$ cat config.mk
export PLATFORM = sky130hd
export DESIGN_NAME = set_host
export DESIGN_NICKNAME = d
export VERILOG_FILES = /design/src/rtl/set_pkg.sv /design/src/rtl/set_job_fifo.sv /design/src/rtl/set_host.sv
export SDC_FILE = /design/constraint.sdc
export NUM_CORES = 1
export LEC_CHECK = 0
export BUFFER_PORTS_ARGS = -buffer_cell sky130_fd_sc_hd__buf_2
export CAP_MARGIN = 20
export CORE_ASPECT_RATIO = 1.5
export CORE_UTILIZATION = 52
export CTS_CLUSTER_DIAMETER = 30
export DETAILED_ROUTE_END_ITERATION = 16
export GPL_ROUTABILITY_DRIVEN = 1
export HOLD_SLACK_MARGIN = 0.15
export PLACE_DENSITY = 0.83
export REMOVE_ABC_BUFFERS = 1
export SLEW_MARGIN = 25
export SYNTH_ARGS = -nofsm -noshare
export SYNTH_HDL_FRONTEND = slang
export SYNTH_SLANG_ARGS = --single-unit
$ cat constraint.sdc
create_clock -name clk -period 2.2 [get_ports clk]
set_input_delay 0.11 -clock clk [delete_from_list [all_inputs] [get_ports clk]]
set_output_delay 0.11 -clock clk [all_outputs]
set_load 0.01 [all_outputs]
$ cat src/rtl/set_pkg.sv
// Shared definitions for the set-engine host.
//   - job field widths and the packed job record stored in the job FIFO
//   - host FSM state encoding
//   - set-operation mode codes understood by the engine
//   - timer_width(): bits needed to count up to a given cycle limit
package set_pkg;

  localparam int unsigned CoordW   = 4;
  localparam int unsigned CentralW = 6 * CoordW;  // {ax,ay,bx,by,cx,cy}
  localparam int unsigned RadiusW  = 3 * CoordW;  // {ra,rb,rc}
  localparam int unsigned ModeW    = 2;
  localparam int unsigned TagW     = 4;
  localparam int unsigned JobW     = CentralW + RadiusW + ModeW + TagW;

  // Set-operation codes forwarded untouched to the engine.
  localparam logic [ModeW-1:0] ModeSingle = 2'd0;
  localparam logic [ModeW-1:0] ModeAnd    = 2'd1;
  localparam logic [ModeW-1:0] ModeOr     = 2'd2;
  localparam logic [ModeW-1:0] ModeDiff   = 2'd3;

  typedef enum logic [1:0] {
    StIdle,
    StIssue,
    StWait,
    StHold
  } state_e;

  typedef struct packed {
    logic [CentralW-1:0] central;
    logic [RadiusW-1:0]  radius;
    logic [ModeW-1:0]    mode;
    logic [TagW-1:0]     tag;
  } job_t;

  function automatic int unsigned timer_width(input int unsigned max_val);
    return $clog2(max_val + 1);
  endfunction

endpackage

$ cat src/rtl/set_job_fifo.sv
// Job FIFO for the set-engine host.
//   clk, rst     : clock, asynchronous active-low reset (drops all entries)
//   push_i       : write request, ignored while full
//   push_data_i  : job record to store
//   full_o       : no free entry
//   pop_i        : drop the head entry, ignored while empty
//   head_o       : oldest entry (meaningless while empty)
//   empty_o      : no stored entry (registered, so a push is never bypassed to the head)
module set_job_fifo
  import set_pkg::*;
#(
  parameter int unsigned Depth = 4
) (
  input  logic clk,
  input  logic rst,
  input  logic push_i,
  input  job_t push_data_i,
  output logic full_o,
  input  logic pop_i,
  output job_t head_o,
  output logic empty_o
);

  localparam int unsigned PtrW = (Depth > 1) ? $clog2(Depth) : 1;
  localparam logic [PtrW:0] FullCount = (PtrW + 1)'(Depth);

  job_t            mem_q [Depth];
  logic [PtrW-1:0] wr_ptr_q, rd_ptr_q;
  logic [PtrW:0]   count_q;
  logic            do_push, do_pop;

  assign full_o  = (count_q == FullCount);
  assign empty_o = (count_q == '0);
  assign do_push = push_i & ~full_o;
  assign do_pop  = pop_i & ~empty_o;
  assign head_o  = mem_q[rd_ptr_q];

  // Depth is a power of two, so the pointers wrap on their own.
  always_ff @(posedge clk or negedge rst) begin
    if (!rst) begin
      wr_ptr_q <= '0;
      rd_ptr_q <= '0;
      count_q  <= '0;
    end else begin
      if (do_push) wr_ptr_q <= wr_ptr_q + 1'b1;
      if (do_pop)  rd_ptr_q <= rd_ptr_q + 1'b1;
      unique case ({do_push, do_pop})
        2'b10:   count_q <= count_q + 1'b1;
        2'b01:   count_q <= count_q - 1'b1;
        default: count_q <= count_q;
      endcase
    end
  end

  // Storage needs no reset: the count alone decides what is valid.
  always_ff @(posedge clk) begin
    if (do_push) mem_q[wr_ptr_q] <= push_data_i;
  end

endmodule

$ cat src/rtl/set_host.sv
// Host for the set-counting engine: queues jobs, issues them one at a time, waits for the
// engine result (or a timeout) and holds it until the consumer takes it.
//   clk, rst                     : clock, asynchronous active-low reset
//   job_valid/job_ready          : job handshake into the FIFO
//   job_central/radius/mode/tag  : job fields
//   en                           : engine load strobe (combinational on busy)
//   central/radius/mode          : job fields to the engine
//   busy, valid, candidate       : engine status, result strobe, result count
//   res_valid/res_ready          : result handshake
//   res_tag/res_count/res_err    : result tag, count (8'hFF on timeout), timeout flag
//   done_cnt                     : number of results taken by the consumer (wraps)
module set_host
  import set_pkg::*;
#(
  parameter int unsigned FIFO_DEPTH = 4,
  parameter int unsigned TIMEOUT    = 127
) (
  input  logic                clk,
  input  logic                rst,
  input  logic                job_valid,
  output logic                job_ready,
  input  logic [CentralW-1:0] job_central,
  input  logic [RadiusW-1:0]  job_radius,
  input  logic [ModeW-1:0]    job_mode,
  input  logic [TagW-1:0]     job_tag,
  output logic                en,
  output logic [CentralW-1:0] central,
  output logic [RadiusW-1:0]  radius,
  output logic [ModeW-1:0]    mode,
  input  logic                busy,
  input  logic                valid,
  input  logic [7:0]          candidate,
  output logic                res_valid,
  input  logic                res_ready,
  output logic [TagW-1:0]     res_tag,
  output logic [7:0]          res_count,
  output logic                res_err,
  output logic [15:0]         done_cnt
);

  localparam int unsigned TimerW = timer_width(TIMEOUT);
  localparam logic [TimerW-1:0] TimerMax = TimerW'(TIMEOUT);

  state_e state_q, state_d;

  job_t job_in, fifo_head;
  logic fifo_full, fifo_empty;

  logic [CentralW-1:0] central_q;
  logic [RadiusW-1:0]  radius_q;
  logic [ModeW-1:0]    mode_q;
  logic [TagW-1:0]     res_tag_q;
  logic [7:0]          res_count_q, res_count_d;
  logic                res_err_q, res_err_d;
  logic [TimerW-1:0]   timer_q, timer_d, timer_inc;
  logic                timer_expire;
  logic [15:0]         done_cnt_q;
  logic                res_load, res_done;

  assign job_in.central = job_central;
  assign job_in.radius  = job_radius;
  assign job_in.mode    = job_mode;
  assign job_in.tag     = job_tag;

  set_job_fifo #(
    .Depth(FIFO_DEPTH)
  ) u_job_fifo (
    .clk        (clk),
    .rst        (rst),
    .push_i     (job_valid),
    .push_data_i(job_in),
    .full_o     (fifo_full),
    .pop_i      (en),
    .head_o     (fifo_head),
    .empty_o    (fifo_empty)
  );

  // Saturating increment; expiry is flagged in the cycle the timer would reach the limit.
  assign timer_inc    = (timer_q == TimerMax) ? timer_q : timer_q + 1'b1;
  assign timer_expire = (timer_inc == TimerMax);

  always_comb begin
    state_d     = state_q;
    en          = 1'b0;
    timer_d     = timer_q;
    res_load    = 1'b0;
    res_count_d = res_count_q;
    res_err_d   = res_err_q;
    res_done    = 1'b0;
    unique case (state_q)
      StIdle: begin
        if (!fifo_empty && !res_valid) state_d = StIssue;
      end
      StIssue: begin
        if (!busy) begin
          en      = 1'b1;
          timer_d = '0;
          state_d = StWait;
        end
      end
      StWait: begin
        timer_d = timer_inc;
        // A result arriving in the expiry cycle still counts as a result.
        if (valid) begin
          res_load    = 1'b1;
          res_count_d = candidate;
          res_err_d   = 1'b0;
          state_d     = StHold;
        end else if (timer_expire) begin
          res_load    = 1'b1;
          res_count_d = 8'hFF;
          res_err_d   = 1'b1;
          state_d     = StHold;
        end
      end
      StHold: begin
        if (res_ready) begin
          res_done = 1'b1;
          state_d  = fifo_empty ? StIdle : StIssue;
        end
      end
    endcase
  end

  always_ff @(posedge clk or negedge rst) begin
    if (!rst) begin
      state_q     <= StIdle;
      central_q   <= '0;
      radius_q    <= '0;
      mode_q      <= '0;
      res_tag_q   <= '0;
      res_count_q <= '0;
      res_err_q   <= 1'b0;
      timer_q     <= '0;
      done_cnt_q  <= '0;
    end else begin
      state_q <= state_d;
      timer_q <= timer_d;
      if (en) begin
        central_q <= fifo_head.central;
        radius_q  <= fifo_head.radius;
        mode_q    <= fifo_head.mode;
        res_tag_q <= fifo_head.tag;
      end
      if (res_load) begin
        res_count_q <= res_count_d;
        res_err_q   <= res_err_d;
      end
      if (res_done) done_cnt_q <= done_cnt_q + 16'd1;
    end
  end

  // The head is presented while issuing; otherwise the last issued job stays on the bus.
  assign central   = (state_q == StIssue) ? fifo_head.central : central_q;
  assign radius    = (state_q == StIssue) ? fifo_head.radius  : radius_q;
  assign mode      = (state_q == StIssue) ? fifo_head.mode    : mode_q;
  assign job_ready = ~fifo_full;
  assign res_valid = (state_q == StHold);
  assign res_tag   = res_tag_q;
  assign res_count = res_count_q;
  assign res_err   = res_err_q;
  assign done_cnt  = done_cnt_q;

endmodule
==> out/qor.csv, run 1 <==
metric,value,unit
status,finished with violations,
failing checks,setup timing,
largest net degree at the start of global routing,54,
Max Slew Vio Count,0,
Via density,5.56,
CTS H-tree lvls,2,
maximum vdd drop,0.857,mV
I/O Buffers,125,
period utilization,1.03,
first-pass GRT wire length,37.3,mm
Cell variety after synth,44,
Max Clk Rate,0.440,GHz
M2 GR Usage,0.446,
GPL Wtd Cong,0.824,
Crit. End Element,primary output,
final worst setup slack,-0.0717,ns
Startpoint Class,register,
YS warnings,0,
setup TNS,-0.953,ns
Rel. slew slack,0.625,
Worst-Skew Late Latency,0.51,ns
DRC,0,
GRT Overall Usage,0.249,
clk slew on worst S/H paths,0.07,ns
vias in the first global route,6962,
n_diodes,0,
total core area,0.0192,mm2
WL per Instance,20.9,um
RSZ-0062 raised after global routing,true,
HPWL Detailed,12.7,mm
post-detailed-routing wire length,24.2,mm
via count,6430,
Seq cells post-synth,251,
TritonCTS clock tree,yes,
final-report hold violation count,0,
reg2reg end,state_q[1],
initial antenna violation count,0,
Reg2Reg Depth,8,
hold path cells,2,
met3 usage,0.0409,
slack of the worst reg-to-reg path,0.12,ns
critical path startpoint,u_job_fifo.rd_ptr_q[0],
most used routing layer,met2,
max cap viols,0,
fin crit period,2.27,ns
R2R Path Start,state_q[1],
Die X,117,um
CTS buffer count,36,
setup violators final,32,
Post-Synthesis Cell Area,0.0102,mm2
Area Overhead vs Synth,33.0,%
share of layout cells above drive strength 1,0.361,
Worst EP required,2.09,ns
die area,0.0203,mm2
Mean Syn Cell Area,15.8,um2
number of top-level pins,126,
Die Ht,174,um
last element of the critical path,central[17],
PwrDens,1490,mW/mm2
total chip power,20300,uW
Final #Nets,942,
Clock Path Buffers,3,
post-route ant nets,0,
CP max FO,14,
TritonRoute pass-1 iters,5,
register area share after synthesis,0.696,
Iteration-0 DRC Markers,399,
clk_skew,0.0182,ns
met1 Use GR,0.290,
clock sinks,251,
# rows,62,
CP Class,reg2out,
remaining global-route overflow,0,
Syn Inst Count,647,
Slew @ Worst Pin,0.562,ns
Critical Path AT,2.16,ns
HP Class,in2reg,
static leakage,0.00558,uW
starting density of the core,0.532,
clock root cell,clkbuf_16,
Filler Cell Count,1211,
-- critical path: stages, from the launching register on --
cell	delay (ns)
dfrtp_4	0.48
buf_16	0.19
mux4_2	0.58
mux2_4	0.29
buf_6	0.12
-- logic make-up (layout without fill, tap and decap cells) --
kind of cell | count (synthesis) | in the layout | share of synthesized area
DFF | 251 | 251 | 0.696
buffers and inverters | 44 | 298 | 0.0194
adders and majority gates | 13 | 13 | 0.0166
xor gates and xnor gates | 21 | 21 | 0.0180
AOI/OAI and AO/OA | 37 | 37 | 0.0240
and+or+nand+nor | 194 | 194 | 0.0848
muxes | 87 | 87 | 0.141
-- per-layer routing --
layer | routed length (um) | vias up
met2 | 13100 | 243
met5 | 0 | -
met1 | 9140 | 3272
li1 | - | 2858
met4 | 702 | 0
met3 | 1230 | 57
-- where the power goes --
part	switching (uW)	internal, uW	leakage, uW	total, uW
Sequential	696	6360	0.00257	7060
Combinational	3610	4050	0.00244	7660
Clock	2080	3490	0.000571	5570
Total	6390	13900	0.00558	20300
-- area by class of cell --
cell class | instances | area (um2) | area share
clock buffers | 42 | 955 | 0.0701
clock inverters | 24 | 223 | 0.0164
inverters | 14 | 52.6 | 0.00386
multi-input cells | 352 | 3070 | 0.226
flip-flops and latches | 251 | 7130 | 0.524
well taps | 256 | 320 | 0.0235
repair buffers | 218 | 1860 | 0.137
-- how the worst min path moves through the flow --
stage,to,from
final,u_job_fifo.mem_q[1][11],job_radius[5]
after detailed placement,radius_q[5],rst
after global placement,radius_q[5],rst
after floorplan,central_q[0],rst
after global routing,u_job_fifo.mem_q[3][11],job_radius[5]
after CTS,u_job_fifo.mem_q[2][27],job_central[9]
-- cell usage after synthesis (all sizes together) --
library cell / number / area [um2]
ha: 12 / 150
nand2b: 3 / 18.8
mux4: 42 / 946
o21ai: 8 / 40.0
a221oi: 1 / 8.76
clkinv: 1 / 3.75
nand4: 10 / 75.1
inv: 13 / 48.8
a22o: 1 / 8.76
nand2: 143 / 537
o211ai: 1 / 7.51
clkbuf: 19 / 71.3
nor2b: 1 / 6.26
o22a: 8 / 70.1
edfxtp: 168 / 5040
mux2: 40 / 450
nor3: 3 / 15.0
buf: 11 / 75.1
nor2: 11 / 43.8
and2: 4 / 25.0
and4: 2 / 18.8
mux2i: 5 / 50.1
xnor2: 16 / 140
a21o: 1 / 7.51
nor4: 2 / 33.8
nand3: 9 / 55.1
a21oi: 9 / 45.0
a222oi: 1 / 10.0
a31oi: 4 / 25.0
and3: 5 / 31.3
a211oi: 3 / 22.5
nand4b: 1 / 8.76
fa: 1 / 20.0
dfrtp: 83 / 2080
xor2: 5 / 43.8
-- through the flow --
step / setup WS (ns) / instances / area, um2 / hold WS (ns) / utilization
4_1_cts: -0.122 / 1154 / 13600 / 0.348 / 0.708
6_report: -0.0717 / 1157 / 13600 / 0.348 / 0.708
5_1_grt: -0.118 / 1157 / 13600 / 0.358 / 0.708
2_1_floorplan: -1.82 / 617 / 10100 / -0.186 / -
3_5_place_dp: 0.0852 / 1018 / 11300 / 0.0995 / 0.587
3_3_place_gp: 0.175 / 1018 / 11300 / 0.0987 / 0.587
-- sequential cells by signal (all words and copies together), names as in the netlist --
signal / cells
u_job_fifo.mem_q: 168
timer_q: 7
res_err: 1
done_cnt: 16
u_job_fifo.count_q: 3
mode_q: 2
res_count: 8
res_tag: 4
u_job_fifo.wr_ptr_q: 2
radius_q: 12
state_q: 2
u_job_fifo.rd_ptr_q: 2
central_q: 24
-- cell usage in the layout, fill, tap and decap left out, types with 11 or more instances in the layout --
| cell | n |
|---|---|
| mux2_4 | 35 |
| xnor2_1 | 16 |
| dfrtp_1 | 81 |
| clkbuf_16 | 37 |
| buf_2 | 89 |
| buf_4 | 25 |
| mux4_2 | 42 |
| buf_6 | 36 |
| nand2_1 | 143 |
| ha_1 | 11 |
| edfxtp_1 | 168 |
| dlygate4sd3_1 | 56 |
-- repair_timing --
| item | CTS | global route |
|---|---|---|
| buffers inserted | 10 | 5 |
| gates cloned | 3 | 0 |
| gates resized for setup | 81 | 7 |
| hold endpoints to repair | 274 | 0 |
| pin swaps | 0 | 2 |
| endpoints found under the setup margin | 37 | 40 |
| hold buffers | 57 | 0 |
(Power assumes the default switching activity.)
==> inputs of run 2 (changes only) <==
- CORE_ASPECT_RATIO: 1.5 -> not set
- GPL_ROUTABILITY_DRIVEN: 1 -> not set
- RECOVER_POWER: not set -> 25
==> run 2 against run 1 <==
Effect of this change:
- the run still ends with setup timing left
- utilization increased by 0.82 points
- global-route usage is 0.21 points lower
- largest power group is now registers
- critical path type unchanged
- combinational power shrank 9.3%
- worst setup slack worse by 0.045 ns
- first-iteration DRC count fell by 2.8%
- design area did not move
- register-to-register slack lost 0.06 ns
- power is 2.3% higher
- clock-buffer cell count up 11
- clock skew up 0.0095 ns
- hold slack worse by 0.19 ns
==> out/qor.csv, run 2 (synthesis results as in run 1) <==
metric,value,unit,change
status,finished with violations,,
failing checks,setup timing,,
Worst-Skew Late Latency,0.54,ns,+0.03 ns
Die X,142,um,+22%
met3 usage,0.0562,,+0.0153
M2 GR Usage,0.434,,-0.0123
largest net degree at the start of global routing,48,,-11%
clock sinks,251,,unchanged
HPWL Detailed,12.8,mm,+0.86%
TritonRoute pass-1 iters,4,,-1
clock root cell,clkbuf_16,,
Worst EP required,2.09,ns,about the same
WL per Instance,20.7,um,-1.1%
via count,6362,,-1.1%
vias in the first global route,6880,,-1.2%
Rel. slew slack,0.584,,-0.0409
static leakage,0.00550,uW,-1.4%
number of top-level pins,126,,unchanged
placed instance area,0.0113,mm2,unchanged
TritonCTS clock tree,yes,,
n_diodes,0,,unchanged
HP Class,in2async,,
FF/Latch Area,0.00713,mm2,about the same
Final #Nets,937,,-0.53%
CP max FO,9,,-5
"commonest non-fill, non-tap cells in the layout","edfxtp_1, nand2_1, dfrtp_1, buf_2, dlygate4sd3_1",,
Largest register FFs,168,,unchanged
GRT Overall Usage,0.246,,-0.00213
period utilization,1.05,,+0.0205
die area,0.0202,mm2,about the same
Iteration-0 DRC Markers,388,,-2.8%
Clock Path Buffers,3,,unchanged
Startpoint Class,register,,
DP Cell Count,1023,,+0.49%
CTS H-tree lvls,2,,unchanged
area of the multi-input gates,0.00302,mm2,-1.8%
DRC,0,,unchanged
final instance area,0.0136,mm2,unchanged
# rows,50,,-19%
RSZ-0062 raised after global routing,true,,
final-report hold violation count,0,,unchanged
final worst setup slack,-0.117,ns,-0.0452 ns
I/O Buffers,125,,unchanged
pre-CTS setup slack,0.00829,ns,-0.0769 ns
CP Class,reg2out,,
share of layout cells above drive strength 1,0.324,,-0.0370
Filler Cell Count,1198,,-1.1%
setup violators final,38,,+19%
Die Ht,142,um,-18%
PwrDens,1520,mW/mm2,+2.3%
Via density,5.48,,-1.5%
"most common cell after layout, fill and taps aside",edfxtp_1,,
post-detailed-routing wire length,24.0,mm,-0.64%
initial antenna violation count,0,,unchanged
met1 Use GR,0.298,,+0.00786
clk slew on worst S/H paths,0.05,ns,-0.02 ns
GPL Wtd Cong,0.863,,+4.7%
clk_skew,0.0277,ns,+0.00953 ns
Crit. End Element,primary output,,
Max Clk Rate,0.432,GHz,-2.0%
maximum vdd drop,1.18,mV,+38%
Critical Path AT,2.21,ns,+0.05 ns
fin crit period,2.32,ns,+0.0452 ns
most used routing layer,met2,,
largest register by flop count,u_job_fifo.mem_q,,
CTS buffer count,43,,+19%
Slew @ Worst Pin,0.623,ns,+0.0614 ns
post-route ant nets,0,,unchanged
starting density of the core,0.538,,+0.00616
Area Overhead vs Synth,33.0,%,unchanged
Post-Layout Cell Count,1162,,+0.43%
first-pass GRT wire length,37.1,mm,-0.43%
remaining global-route overflow,0,,unchanged
max cap viols,0,,unchanged
total core area,0.0190,mm2,-1.1%
worst hold slack,0.162,ns,-0.185 ns
Max Slew Vio Count,0,,unchanged
-- run 2: changes by cell type in the layout (fill, tap and decap cells not counted), sizes merged --
cell         change
buf             -45
dlygate4sd3      -1
clkinvlp         -3
clkbuf          +46
clkinv           +6
bufinv           +3
bufbuf           -1
inv              -4
-- run 2: per-stage QoR --
stage | utilization | power [uW] | setup TNS (ns)
after floorplan | - | 10700 | -92.07
after global placement | 0.594 | 12700 | 0
after detailed placement | 0.594 | 12800 | 0
after CTS | 0.715 | 20600 | -4.18
after global routing | 0.716 | 21600 | -5.63
final | 0.716 | 20700 | -3.57
-- run 2: worst max-delay path, stage by stage, from the launching register on --
cell and delay [ns]:
dfrtp_4 0.51, clkbuf_16 0.22, mux4_2 0.54, mux2_4 0.29, buf_6 0.12
-- run 2: path summary, 6_finish.rpt --
check                      slack, ns              startpoint  depth (start not counted)                       to
setup / recovery               -0.12  u_job_fifo.rd_ptr_q[0]                          4                radius[2]
hold / removal                  0.16                     rst                          2             res_count[5]
setup reg to reg                0.06              state_q[0]                          7               state_q[1]
hold reg to reg                 0.47            done_cnt[15]                          1             done_cnt[15]
max in group asynchronous       1.38                     rst                          3                mode_q[1]
min in group clk                0.36         job_central[19]                          2  u_job_fifo.mem_q[1][37]
-- run 2: where the power goes --
part	internal, uW	switching, uW
Clock	4510	2290
Combinational	3420	3530
Sequential	6360	640
Total	14300	6460
-- run 2: routing by layer --
| layer | wire, um | vias up |
|---|---|---|
| met4 | 453 | 0 |
| met3 | 1630 | 48 |
| met5 | 0 | - |
| met1 | 9490 | 3201 |
| met2 | 12400 | 264 |
| li1 | - | 2849 |
-- run 2: cell type report --
class / count / share of cell area
inverters: 14 / 0.00386
clock buffers: 53 / 0.0863
well taps: 260 / 0.0239
repair buffers: 206 / 0.117
multi-input cells: 352 / 0.222
clock inverters: 26 / 0.0236
flip-flops and latches: 251 / 0.524
-- run 2: repair_timing --
| action | in CTS | in global routing |
|---|---|---|
| setup endpoints to repair | 40 | 40 |
| endpoints found under the hold margin | 277 | 0 |
| buffers inserted | 3 | 1 |
| resized for setup | 41 | 18 |
| hold buffers | 55 | 0 |
| cloned | 2 | 1 |
==> inputs of run 3 (changes only) <==
- CORE_ASPECT_RATIO: not set -> 1.5
==> run 3 against run 2 <==
Effect of this change:
- the flow still finishes with violations (setup timing)
- global-route usage up 0.21 points
- hold slack improved by 0.22 ns
- first-iteration DRC count is 2.8% higher
- utilization is 1.0 points lower
- critical path depth stayed put
- register-to-register slack improved by 0.04 ns
- design area decreased by 0.32%
- clock power down 18%
- flip-flop and latch count did not move
- cell count fell by 0.43%
- combinational power rose by 10%
- maximum frequency grew 2.1%
==> out/qor.csv, run 3 (synthesis results as in run 1) <==
metric,value,unit,change
status,finished with violations,,
failing checks,setup timing,,
clk_skew,0.0183,ns,-0.00942 ns
clk slew on worst S/H paths,0.06,ns,about the same
final worst setup slack,-0.0689,ns,+0.0480 ns
HP Class,in2reg,,
post-route ant nets,0,,unchanged
Via density,5.54,,+1.1%
share of layout cells above drive strength 1,0.322,,-0.00186
largest net degree at the start of global routing,54,,+13%
Max Clk Rate,0.441,GHz,+2.1%
"commonest non-fill, non-tap cells in the layout","edfxtp_1, nand2_1, dfrtp_1, dlygate4sd3_1, buf_2",,
post-layout util,0.705,,-0.0105
total core area,0.0192,mm2,+1.2%
maximum vdd drop,0.861,mV,-27%
CP Class,reg2out,,
hold path endpoint,res_count[7],,
FF/Latch Area,0.00713,mm2,about the same
first-pass GRT wire length,37.3,mm,+0.43%
largest register by flop count,u_job_fifo.mem_q,,
Final #Nets,942,,+0.53%
crit-path cells,buf_16 -> mux4_2 -> mux2_4 -> buf_6,,
n_diodes,0,,unchanged
CP max FO,14,,+5
GPL Wtd Cong,0.824,,-4.5%
CP peak stage delay,0.58,ns,+0.04 ns
CTS H-tree lvls,2,,unchanged
clock sinks,251,,unchanged
initial antenna violation count,0,,unchanged
Startpoint Class,register,,
Clock Path Buffers,3,,unchanged
Worst-Skew Late Latency,0.51,ns,-0.03 ns
Crit. End Element,primary output,,
R2R Path Start,state_q[1],,
remaining global-route overflow,0,,unchanged
I/O Buffers,125,,unchanged
starting density of the core,0.532,,-0.00616
Die Ht,174,um,+22%
Area Overhead vs Synth,32.6,%,
buffers and inverters on the worst path,2,,unchanged
"most common cell after layout, fill and taps aside",edfxtp_1,,
# rows,62,,+24%
Max Slew Vio Count,0,,unchanged
WL per Instance,20.9,um,+1.1%
clock root cell,clkbuf_16,,
static leakage,0.00549,uW,-0.28%
max cap viols,0,,unchanged
"delay-heaviest family, CP",multiplexers,,
GRT Overall Usage,0.249,,+0.00213
vias in the first global route,6962,,+1.2%
period utilization,1.03,,-0.0218
Iteration-0 DRC Markers,399,,+2.8%
Rel. slew slack,0.628,,+0.0436
DRC,0,,unchanged
setup TNS,-0.974,ns,+2.59 ns
CTS buffer count,36,,-16%
TritonCTS clock tree,yes,,
Worst EP required,2.09,ns,about the same
HPWL Detailed,12.7,mm,-0.85%
Die X,117,um,-18%
hold path cells,3,,
Slew @ Worst Pin,0.558,ns,-0.0653 ns
die area,0.0203,mm2,about the same
fin crit period,2.27,ns,-0.0480 ns
CP max-delay cell,mux4_2,,
setup violators final,31,,-18%
final-report hold violation count,0,,unchanged
Largest register FFs,168,,unchanged
reg2reg end,state_q[1],,
number of top-level pins,126,,unchanged
Reg2Reg Depth,8,,+1
slack of the worst reg-to-reg path,0.10,ns,+0.04 ns
hold wc startpoint,candidate[7],,
area of the multi-input gates,0.00307,mm2,+1.8%
PwrDens,1490,mW/mm2,-1.9%
Critical Path AT,2.16,ns,-0.05 ns
post-detailed-routing wire length,24.2,mm,+0.62%
via count,6405,,+0.68%
Filler Cell Count,1230,,+2.7%
critical path startpoint,u_job_fifo.rd_ptr_q[0],,
TritonRoute pass-1 iters,5,,+1
RSZ-0062 raised after global routing,true,,
[run 3: cell types whose count changed in the layout (fill, tap and decap cells not counted), moves of 3 or more]
cell	change
clkbuf_8	-3
mux2_4	+16
buf_6	+16
bufinv_16	-3
clkbuf_16	-8
buf_2	-18
buf_4	+11
inv_6	+4
clkinv_4	-6
clkinvlp_4	+3
mux2_2	-16
buf_12	+3
[run 3: how the worst max path moves through the flow]
stage | depth (start not counted) | to
CTS | 5 | radius[6]
detailed placement | 7 | state_q[1]
floorplan | 10 | u_job_fifo.count_q[2]
global route | 4 | central[17]
finish | 4 | mode[0]
global placement | 10 | u_job_fifo.count_q[2]
[run 3: metal layers]
| layer | global-route usage | vias up | routed length (um) | share of wire |
|---|---|---|---|---|
| li1 | - | 2855 | - | - |
| met1 | 0.290 | 3245 | 9150 | 0.38 |
| met2 | 0.446 | 251 | 13100 | 0.54 |
| met3 | 0.0409 | 54 | 1240 | 0.051 |
| met4 | 0.103 | 0 | 649 | 0.027 |
| met5 | 0 | - | 0 | 0 |
[run 3: area by class of cell]
| cell class | instances | share of cell area |
|---|---|---|
| Clock buffer | 42 | 0.0704 |
| Clock inverter | 24 | 0.0164 |
| Inverter | 14 | 0.00387 |
| Multi-Input combinational cell | 352 | 0.227 |
| Timing Repair Buffer | 218 | 0.134 |
| Sequential cell | 251 | 0.525 |
| Tap cell | 256 | 0.0236 |
[run 3: where the power goes]
group / internal [uW] / switching [uW] / total, uW
sequential: 6360 / 698 / 7060
clock: 3490 / 2080 / 5570
combinational: 4040 / 3610 / 7650
[run 3: worst reg2reg max path, stage by stage, from the launching register on]
cell and delay (ns):
dfrtp_1 0.41, inv_2 0.08, ha_4 0.18, buf_12 0.13, buf_4 0.17, a222oi_1 0.39
o21ai_1 0.15, nor2_2 0.14, mux2_2 0.34
[run 3: repair_timing]
item	CTS	global route
hold endpoints to repair	274	0
hold buffers	57	0
pin swaps	0	2
endpoints found under the setup margin	37	40
gates cloned	3	0
resized for setup	81	7
buffers inserted	10	5
[run 3: through the flow]
stage	cell area [um2]	worst slack (ns)	power [uW]	instances	hold WS [ns]
2_1_floorplan	10100	-1.82	10700	617	-0.186
3_3_place_gp	11300	0.175	12700	1018	0.0987
3_5_place_dp	11300	0.0852	12900	1018	0.0995
4_1_cts	13600	-0.122	20300	1154	0.348
5_1_grt	13600	-0.118	21200	1157	0.401
6_report	13600	-0.0689	20300	1157	0.387
